### src/rtl/vga_timing_pkg.sv
// Shared 640x480 timing constants and receiver state type, also used by
// the display generator so both ends agree on where sync edges belong.
package vga_timing_pkg;

    localparam int H_ACTIVE     = 640;
    localparam int H_TOTAL      = 800;
    localparam int H_SYNC_START = 658;
    localparam int V_ACTIVE     = 480;
    localparam int V_TOTAL      = 525;
    localparam int V_SYNC_START = 492;
    localparam int LOCK_FRAMES  = 2;

    typedef enum logic [1:0] {
        SEARCH  = 2'd0,
        V_ALIGN = 2'd1,
        LOCKED  = 2'd2
    } rx_state_e;

    // Position counter step with wrap after the last column/line.
    function automatic logic [9:0] wrap_inc(input logic [9:0] val, input logic [9:0] last);
        return (val == last) ? 10'd0 : val + 10'd1;
    endfunction

endpackage

### src/rtl/vga_edge_detect.sv
// Falling-edge detector for an active-low sync line. The history register
// comes out of reset high, but a separate arm flag keeps a line that is
// already low at reset release from being reported as a fresh edge: an edge
// is only reported once the line has been seen high after reset.
module vga_edge_detect (
    input  logic clk25,
    input  logic rst,
    input  logic sig_i,
    output logic fall_o
);

    logic prev_q;
    logic armed_q;

    // Sample history and arm once the line has been observed high.
    always_ff @(posedge clk25) begin
        if (rst) begin
            prev_q  <= 1'b1;
            armed_q <= 1'b0;
        end else begin
            prev_q  <= sig_i;
            armed_q <= armed_q | sig_i;
        end
    end

    assign fall_o = ~sig_i & prev_q & armed_q;

endmodule

### src/rtl/vga_sync_receiver.sv
// Recovers pixel position from hSync/vSync of a same-clock timing generator
// and qualifies the incoming colour stream once the timing is locked.
//
// state   | meaning
// SEARCH  | no hSync seen yet; position outputs held at 0
// V_ALIGN | column tracked, counting correctly placed vSync edges
// LOCKED  | column and line confirmed; pixels qualified
module vga_sync_receiver
    import vga_timing_pkg::*;
#(
    parameter int P_H_ACTIVE     = H_ACTIVE,
    parameter int P_H_TOTAL      = H_TOTAL,
    parameter int P_H_SYNC_START = H_SYNC_START,
    parameter int P_V_ACTIVE     = V_ACTIVE,
    parameter int P_V_TOTAL      = V_TOTAL,
    parameter int P_V_SYNC_START = V_SYNC_START,
    parameter int P_LOCK_FRAMES  = LOCK_FRAMES
) (
    input  logic        clk25,
    input  logic        rst,
    input  logic        hSync,
    input  logic        vSync,
    input  logic [11:0] rbg,
    output logic [9:0]  pixel_x,
    output logic [9:0]  pixel_y,
    output logic        pixel_valid,
    output logic [11:0] pixel_rbg,
    output logic        locked,
    output logic        frame_start,
    output logic        sync_error
);

    localparam logic [9:0] H_LAST = 10'(P_H_TOTAL - 1);
    localparam logic [9:0] V_LAST = 10'(P_V_TOTAL - 1);
    localparam logic [9:0] H_SYNC = 10'(P_H_SYNC_START);
    localparam logic [9:0] V_SYNC = 10'(P_V_SYNC_START);
    localparam logic [9:0] H_ACT  = 10'(P_H_ACTIVE);
    localparam logic [9:0] V_ACT  = 10'(P_V_ACTIVE);
    localparam int         FC_W   = $clog2(P_LOCK_FRAMES + 1);
    localparam logic [FC_W-1:0] FC_LOCK = FC_W'(P_LOCK_FRAMES);

    logic h_fall;
    logic v_fall;

    rx_state_e       state_q, state_d;
    logic [9:0]      h_q, h_d;
    logic [9:0]      v_q, v_d;
    logic [FC_W-1:0] fc_q, fc_d;

    logic [9:0]  pixel_x_q, pixel_x_d;
    logic [9:0]  pixel_y_q, pixel_y_d;
    logic        pixel_valid_q, pixel_valid_d;
    logic [11:0] pixel_rbg_q, pixel_rbg_d;
    logic        locked_q, locked_d;
    logic        frame_start_q, frame_start_d;
    logic        sync_error_q, sync_error_d;

    logic       tracking;
    logic       at_eol;
    logic       h_err;
    logic       v_load;
    logic       v_err;
    logic       any_err;
    logic [9:0] cur_h;
    logic [9:0] cur_v;

    vga_edge_detect u_h_edge (
        .clk25  (clk25),
        .rst    (rst),
        .sig_i  (hSync),
        .fall_o (h_fall)
    );

    vga_edge_detect u_v_edge (
        .clk25  (clk25),
        .rst    (rst),
        .sig_i  (vSync),
        .fall_o (v_fall)
    );

    // Next state, position counters and registered output values.
    // cur_h/cur_v are the position of the sample taken on this edge after
    // any sync-driven reload; the counters then advance from there.
    always_comb begin
        tracking = (state_q != SEARCH);
        at_eol   = (h_q == H_LAST);
        h_err    = tracking && h_fall && (h_q != H_SYNC);
        v_load   = tracking && v_fall && at_eol;
        v_err    = tracking && v_fall && (!at_eol || ((state_q == LOCKED) && (v_q != V_SYNC)));
        any_err  = h_err || v_err;
        cur_h    = h_fall ? H_SYNC : h_q;
        cur_v    = v_load ? V_SYNC : v_q;

        // A vSync edge on an already-matching line is a confirmation;
        // on any other line it restarts the count at this edge.
        fc_d = fc_q;
        if (any_err) begin
            fc_d = '0;
        end else if (v_load) begin
            if (v_q == V_SYNC) begin
                fc_d = (fc_q == FC_LOCK) ? fc_q : fc_q + 1'b1;
            end else begin
                fc_d = FC_W'(1);
            end
        end

        state_d = state_q;
        case (state_q)
            SEARCH: begin
                if (h_fall) state_d = V_ALIGN;
            end
            V_ALIGN, LOCKED: begin
                if (any_err)              state_d = V_ALIGN;
                else if (fc_d == FC_LOCK) state_d = LOCKED;
            end
            default: state_d = SEARCH;
        endcase

        h_d = 10'd0;
        v_d = 10'd0;
        if (state_d != SEARCH) begin
            h_d = wrap_inc(cur_h, H_LAST);
            v_d = (cur_h == H_LAST) ? wrap_inc(cur_v, V_LAST) : cur_v;
        end

        pixel_x_d     = (state_d == SEARCH) ? 10'd0 : cur_h;
        pixel_y_d     = (state_d == SEARCH) ? 10'd0 : cur_v;
        pixel_valid_d = (state_d == LOCKED) && (cur_h < H_ACT) && (cur_v < V_ACT);
        pixel_rbg_d   = pixel_valid_d ? rbg : 12'd0;
        locked_d      = (state_d == LOCKED);
        frame_start_d = (state_d == LOCKED) && (cur_h == 10'd0) && (cur_v == 10'd0);
        sync_error_d  = any_err;
    end

    // FSM, counters and output registers; reset wins over any partial frame.
    always_ff @(posedge clk25) begin
        if (rst) begin
            state_q       <= SEARCH;
            h_q           <= 10'd0;
            v_q           <= 10'd0;
            fc_q          <= '0;
            pixel_x_q     <= 10'd0;
            pixel_y_q     <= 10'd0;
            pixel_valid_q <= 1'b0;
            pixel_rbg_q   <= 12'd0;
            locked_q      <= 1'b0;
            frame_start_q <= 1'b0;
            sync_error_q  <= 1'b0;
        end else begin
            state_q       <= state_d;
            h_q           <= h_d;
            v_q           <= v_d;
            fc_q          <= fc_d;
            pixel_x_q     <= pixel_x_d;
            pixel_y_q     <= pixel_y_d;
            pixel_valid_q <= pixel_valid_d;
            pixel_rbg_q   <= pixel_rbg_d;
            locked_q      <= locked_d;
            frame_start_q <= frame_start_d;
            sync_error_q  <= sync_error_d;
        end
    end

    assign pixel_x     = pixel_x_q;
    assign pixel_y     = pixel_y_q;
    assign pixel_valid = pixel_valid_q;
    assign pixel_rbg   = pixel_rbg_q;
    assign locked      = locked_q;
    assign frame_start = frame_start_q;
    assign sync_error  = sync_error_q;

endmodule

### config.mk
export PLATFORM = sky130hd
export DESIGN_NAME = vga_sync_receiver
export DESIGN_NICKNAME = d
export VERILOG_FILES = /design/src/rtl/vga_timing_pkg.sv /design/src/rtl/vga_edge_detect.sv /design/src/rtl/vga_sync_receiver.sv
export SDC_FILE = /design/constraint.sdc
export NUM_CORES = 1
export LEC_CHECK = 0
export ABC_AREA = 0
export BUFFER_PORTS_ARGS = -buffer_cell sky130_fd_sc_hd__clkbuf_2
export CAP_MARGIN = 40
export CORE_ASPECT_RATIO = 1.2
export CORE_UTILIZATION = 36
export CTS_CLUSTER_SIZE = 25
export DETAILED_ROUTE_END_ITERATION = 12
export MAX_ROUTING_LAYER = met4
export PLACE_DENSITY_LB_ADDON = 0.1
export SETUP_SLACK_MARGIN = 0.1
export SYNTH_ARGS = -nofsm -noshare
export SYNTH_HDL_FRONTEND = slang
export SYNTH_SLANG_ARGS = --single-unit
### constraint.sdc
create_clock -name clk25 -period 3.2 [get_ports clk25]
set_input_delay 0.16 -clock clk25 [delete_from_list [all_inputs] [get_ports clk25]]
set_output_delay 0.16 -clock clk25 [all_outputs]
set_load 0.01 [all_outputs]
# Word-level counts from Yosys, hierarchy flattened
# Cells that the tools add are included.
# Widths: inputs -> output; s select.
dict set report totals {
  out_inout_bits 36
  in_bits 16
  reg_bits 64
  word_cells 77
}
dict set report classes {
  reduce_logical 24
  magnitude_cmp 2
  add_sub_neg 3
  mux 12
  eq_ne 11
  bitwise_logic 10
}
# operator n
set ops {}
lappend ops {{$mux 10} 4}
lappend ops {{$eq 10x10->1 const B} 3}
lappend ops {{$add 10x1->10 const B} 2}
lappend ops {{$logic_not 10->1} 2}
lappend ops {{$mux 2} 7}
lappend ops {{$eq 10x9->1 const B} 1}
lappend ops {{$logic_and 1x1->1} 10}
lappend ops {{$lt 10x10->1 const B} 1}
lappend ops {{$lt 10x9->1 const B} 1}
lappend ops {{$ne 10x10->1 const B} 1}
lappend ops {{$ne 10x9->1 const B} 1}
lappend ops {{$eq 2x2->1 const B} 4}
lappend ops {{$reduce_or 2->1} 4}
lappend ops {{$and 1x1->1} 4}
lappend ops {{$logic_not 2->1} 2}
lappend ops {{$not 1->1} 4}
lappend ops {{$pmux 2 s2} 1}
lappend ops {{$reduce_bool 2->1} 2}
lappend ops {{$reduce_or 3->1} 1}
lappend ops {{$add 2x1->2 const B} 1}
lappend ops {{$eq 2x1->1 const B} 1}
lappend ops {{$logic_or 1x1->1} 2}
lappend ops {{$or 1x1->1} 2}
lappend ops {{$logic_not 1->1} 1}

# Depth between registers and ports, before layout
dict set report depth {
  depth_word 16
  depth_mapped 12
  ltp_nobuf 11
}

# Hierarchy
# A second synthesis with hierarchy kept.
dict set report hier_totals {
  hier_cells 322
  area_unflattened_um2 3061.7
}
# module instances seq_area_each_um2 cells_per_inst area_each_um2
set modules_own_cells {}
lappend modules_own_cells {vga_sync_receiver 1 1201.2 312 2931.6}
lappend modules_own_cells {vga_edge_detect 2 40.0 5 65.1}

# Worst setup path after synthesis
# OpenSTA, ideal clock, no wires.
dict set report synth_timing {
  path_kind {register -> register}
  from {reg state_q[1]}
  to {reg v_q[2]}
  setup_slack_ns 0.164
  path_buffers 1
  synth_period_minus_slack_ns 3.036
  required_ns 3.066
  arrival_time_ns 2.902
  setup_ns 0.134
  path_stages_with_launch 13
  cell_sequence {dfxtp_1 -> inv_1 -> ha_1 -> nand4bb_1 -> or4_4 -> clkbuf_1 -> nand2_1 -> ha_1 -> nand2_1 -> nor4_1 -> nor2_1 -> nor3_1 -> a211oi_1}
}
dict set report synth_between {
  elab_chain_len 13
  elab_cells_between_ends 28
  cone_classes {add/sub: 1; eq/ne: 4; mux: 9; bitwise: 1; reduce/logical: 13}
}
# element line_no
set synth_rtl {}
lappend synth_rtl {{start: declaration} vga_sync_receiver.sv:45} ;# rx_state_e state_q, state_d;
lappend synth_rtl {{start signal: assignment} vga_sync_receiver.sv:150} ;# state_q <= state_d;
lappend synth_rtl {{$eq 2x2->1} {vga_sync_receiver.sv:89, vga_sync_receiver.sv:108}}
lappend synth_rtl {{$logic_and 1x1->1} vga_sync_receiver.sv:89} ;# v_err = tracking && v_fall && (!at_eol || ((state_q == LOCKED) && (v_q != V_SYNC)));
lappend synth_rtl {{$logic_or 1x1->1} vga_sync_receiver.sv:89}
lappend synth_rtl {{$logic_and 1x1->1} vga_sync_receiver.sv:89}
lappend synth_rtl {{$logic_or 1x1->1} vga_sync_receiver.sv:90} ;# any_err = h_err || v_err;
lappend synth_rtl {{$mux 2} vga_sync_receiver.sv:97} ;# if (any_err) begin
lappend synth_rtl {{$eq 2x2->1} vga_sync_receiver.sv:114} ;# else if (fc_d == FC_LOCK) state_d = LOCKED;
lappend synth_rtl {{$mux 2} vga_sync_receiver.sv:114}
lappend synth_rtl {{$mux 2} vga_sync_receiver.sv:113} ;# if (any_err) state_d = V_ALIGN;
lappend synth_rtl {{$pmux 2 s2} vga_sync_receiver.sv:108} ;# case (state_q)
lappend synth_rtl {{$reduce_bool 2->1} vga_sync_receiver.sv:121} ;# if (state_d != SEARCH) begin
lappend synth_rtl {{$not 1->1 (no line)} -}
lappend synth_rtl {{$reduce_or 2->1 (no line)} -}
lappend synth_rtl {{end signal: assignment} vga_sync_receiver.sv:152} ;# v_q <= v_d;
lappend synth_rtl {{end: declaration} vga_sync_receiver.sv:47} ;# logic [9:0] v_q, v_d;
# Several ways; a longest one is shown, not always the timed one.
# A chain may end at the register's enable or synchronous reset.

# Worst setup path in the final report
dict set report layout_timing {
  from {reg state_q[1]}
  to {reg h_q[9]}
}
dict set report layout_between {
  elab_chain_len 13
  elab_cells_between_ends 23
  cone_classes {eq/ne: 3; mux: 6; bitwise: 1; reduce/logical: 13}
}
# element line_no
set layout_rtl {}
lappend layout_rtl {{$eq 2x2->1} {vga_sync_receiver.sv:89, vga_sync_receiver.sv:108}}
lappend layout_rtl {{$logic_and 1x1->1} vga_sync_receiver.sv:89}
lappend layout_rtl {{$logic_or 1x1->1} vga_sync_receiver.sv:89}
lappend layout_rtl {{$logic_and 1x1->1} vga_sync_receiver.sv:89}
lappend layout_rtl {{$logic_or 1x1->1} vga_sync_receiver.sv:90}
lappend layout_rtl {{$mux 2} vga_sync_receiver.sv:97}
lappend layout_rtl {{$eq 2x2->1} vga_sync_receiver.sv:114}
lappend layout_rtl {{$mux 2} vga_sync_receiver.sv:114}
lappend layout_rtl {{$mux 2} vga_sync_receiver.sv:113}
lappend layout_rtl {{$pmux 2 s2 (*)} vga_sync_receiver.sv:108}
lappend layout_rtl {{$reduce_bool 2->1 (*)} vga_sync_receiver.sv:121}
lappend layout_rtl {{$not 1->1 (no line) (*)} -}
lappend layout_rtl {{$reduce_or 3->1 (no line) (*)} -}
lappend layout_rtl {{end signal: assignment} vga_sync_receiver.sv:139} ;# h_q <= 10'd0;
lappend layout_rtl {{end signal: assignment} vga_sync_receiver.sv:151} ;# h_q <= h_d;
lappend layout_rtl {{end: declaration} vga_sync_receiver.sv:46} ;# logic [9:0] h_q, h_d;
# Every way passes the cells marked *; elsewhere a longest branch is shown, timed or not.

==> metrics <==
TritonCTS clock tree=done; pin count of the biggest net entering global routing=37; Max FO, Critical Path=36; Post-synth EDFFs=0; Final Critical Period=2830 ps; Tot GR Track Use=18.8%; share of cells above drive strength 1=29.7%; Clock Sinks=64; Worst path slowest cell=or4_4; GRT overflow=0; Period Utilization, post-route=88.5%; setup bufs post-CTS=0; vias in the first global route=2,339; measured slew at the worst slew-check pin=678 ps; Avg Cell Area, Syn=8.94 µm²; # rows=34; Max Clk Rate=353 MHz; synth cell count leaders=dfxtp_1 (64), nor2_1 (49), nand2_1 (40); Max-Cap Viols=0; crit-path max cell delay=630 ps; top cells by area, synth=dfxtp_1 (46%), nor2_1 (6.7%), nand2_1 (5.4%); # setup viols final=0; final WL=6510 µm; Final HPWL DP=4560 µm; Final ANT Viol Nets=0; WP buf/inv=2; sequential element share of the synthesized area=46.4%; Async SR Flop Fraction=0%; number of I/O port buffers=51; core region area=7360 µm²; worst r2r src=state_q[1]; cell taking the most area after synthesis=dfxtp_1; Die H=98.0 µm; die width=82.0 µm; most common cell in the netlist=dfxtp_1; area of the multi-input gates=1370 µm²; H-tree depth=3; WS Path Type=flop to flop; leak pwr=0.00141 µW; Required @ worst endpoint=3440 ps; Synth warnings=0; Syn Inst Count=309; nets=403; placed cell area=3170 µm²; Syn-to-layout area delta=25.8%; synth unique cells=45; relative slew slack=54.4%; Worst EP arrival=3080 ps; first-pass GRT wire length=11,100 µm; Yosys top cell area share=46.4%; FF/Latch Area=1280 µm²; WHS=19.0 ps; fill count=763; Syn Std Cell Area=2760 µm²; Initial DRT Pass Iterations=4; fin util=47.2%; Post-Syn Nets=333; cts bufs inserted=9; cell area power density=471 nW/µm²; kind of cell adding the most delay to the critical path=compound AO/OA/AOI/OAI gates; Worst Setup End Kind=flop; Layout Cell Area excl Fill=3470 µm²; clock tree root buffer cell=clkbuf_8; Final Hold Viols=0; Pins Over Slew Limit=0; Clock transition at path regs=70 ps; Tightest Hold Check Type=input pin to flop; FF+latch count, synth=64; CTS max path bufs=2; # IOs=52; startpoint types=flop; starting density of the core=37.5%; RSZ-0062 raised after global routing=no; initial antenna violation count=0; Crit path top cell by count=a31oi_4; via count=2,357; VDD IR max=0.277 mV; run status=completed; Crit. Startpoint=state_q[1]; Routability Congestion=0.831; post-DR wirelength/cell=13.7 µm; placed cells=448; vias per cell=4.97; clk_lat worst skew=340 ps; HP Start=rbg[3]; first-iteration detailed-routing DRC count=119; final non-filler cell total=474; drt drc=0; Main synth FF type=dfxtp_1; crit-path cells=inv_1 > ha_1 > nand4bb_1 > or4_4 > a311o_1 > a31oi_4 > a31oi_4 > buf_12 > a211oi_2; DIE AREA=8030 µm²; # diodes=0; Clock Skews=7.29 ps; TNS Setup=0 ps
-- cell type report --
type	count	share of cell area, %
well taps	90	3.24
flip-flops and latches	64	36.9
repair buffers	74	13.4
inverters	11	1.19
clock inverters	5	1.58
clock buffers	11	4.36
multi-input cells	219	39.4
-- power breakdown --
group,switching (µW),total [µW],leakage (µW),internal [µW]
Clock,312,711,0.000101,399
Combinational,68.7,116,0.000792,47.6
Sequential,5.58,810,0.000517,805
Total,386,1640,0.00141,1250
-- logic make-up (layout without fill, tap and decap cells) --
group                    after synthesis  in the layout  synth area share (%)
XOR/XNOR                              14             14                  4.44
buffers and inverters                 26            101                  4.44
multiplexers                           1              1                 0.362
AO/OA/AOI/OAI                         27             27                  9.10
adder cells (fa/ha/maj)                8              8                  3.62
AND/OR/NAND/NOR                      169            169                  31.7
flip-flops                            64             64                  46.4
-- worst paths after layout --
| check | end | slack [ps] | cells after the start |
|---|---|---|---|
| worst max register to register | h_q[9] | 370 | 9 |
| worst min register to register | u_h_edge.armed_q | 490 | 2 |
| worst min-delay path | pixel_rbg[3] | 20 | 3 |
| worst max-delay path | h_q[9] | 370 | 9 |
-- worst reg2reg max path: stages (launching register included) --
cell	delay, ps
dfxtp_1	390
inv_1	110
ha_1	240
nand4bb_1	230
or4_4	630
a311o_1	370
a31oi_4	240
a31oi_4	60
buf_12	210
a211oi_2	280
-- registers in the layout, summed over array words and instances, names as in the netlist, 2 cells and up --
name	flops
h_q	10
pixel_y	10
pixel_rbg	12
pixel_x	10
v_q	10
fc_q	2
state_q	2
-- stage by stage --
| step | power (µW) | worst slack (ps) |
|---|---|---|
| global route | 1710 | 131 |
| finish | 1640 | 368 |
| floorplan | 902 | 164 |
| detailed placement | 936 | 305 |
| global placement | 937 | 387 |
| CTS | 1660 | 273 |
-- what timing repair did --
| action | CTS | global route |
|---|---|---|
| endpoints found under the hold margin | 10 | 0 |
| setup endpoints to repair | 0 | 5 |
| resized for setup | 0 | 1 |
| hold buffers | 10 | 0 |
-- per-layer routing --
metal | vias to the layer above | track usage (%) | wire, µm
met3 | 19 | 3.74 | 252
met5 | - | - | 0
met1 | 1086 | 22.3 | 2970
met4 | 0 | 9.85 | 187
met2 | 59 | 29.2 | 3110
li1 | 1193 | - | -
-- cells in the final DEF, fill, tap and decap left out, types with 2 or more instances in the layout --
cell,n
ha_1,8
nor2_2,15
clkinvlp_4,2
o21ai_0,4
nor4_1,11
dfxtp_1,64
clkbuf_2,51
nand4b_1,2
a21oi_1,4
or4_1,4
clkbuf_8,11
a31oi_4,2
or2_2,3
nor3_1,10
nand2_1,39
nor2_1,49
inv_1,11
nand4_1,10
clkinv_2,2
nor2b_1,3
dlygate4sd3_1,10
nand3_1,7
and3_1,5
a32oi_1,2
buf_4,12
xor2_1,7
a21oi_2,6
xnor2_1,7
(Power assumes the default switching activity.)
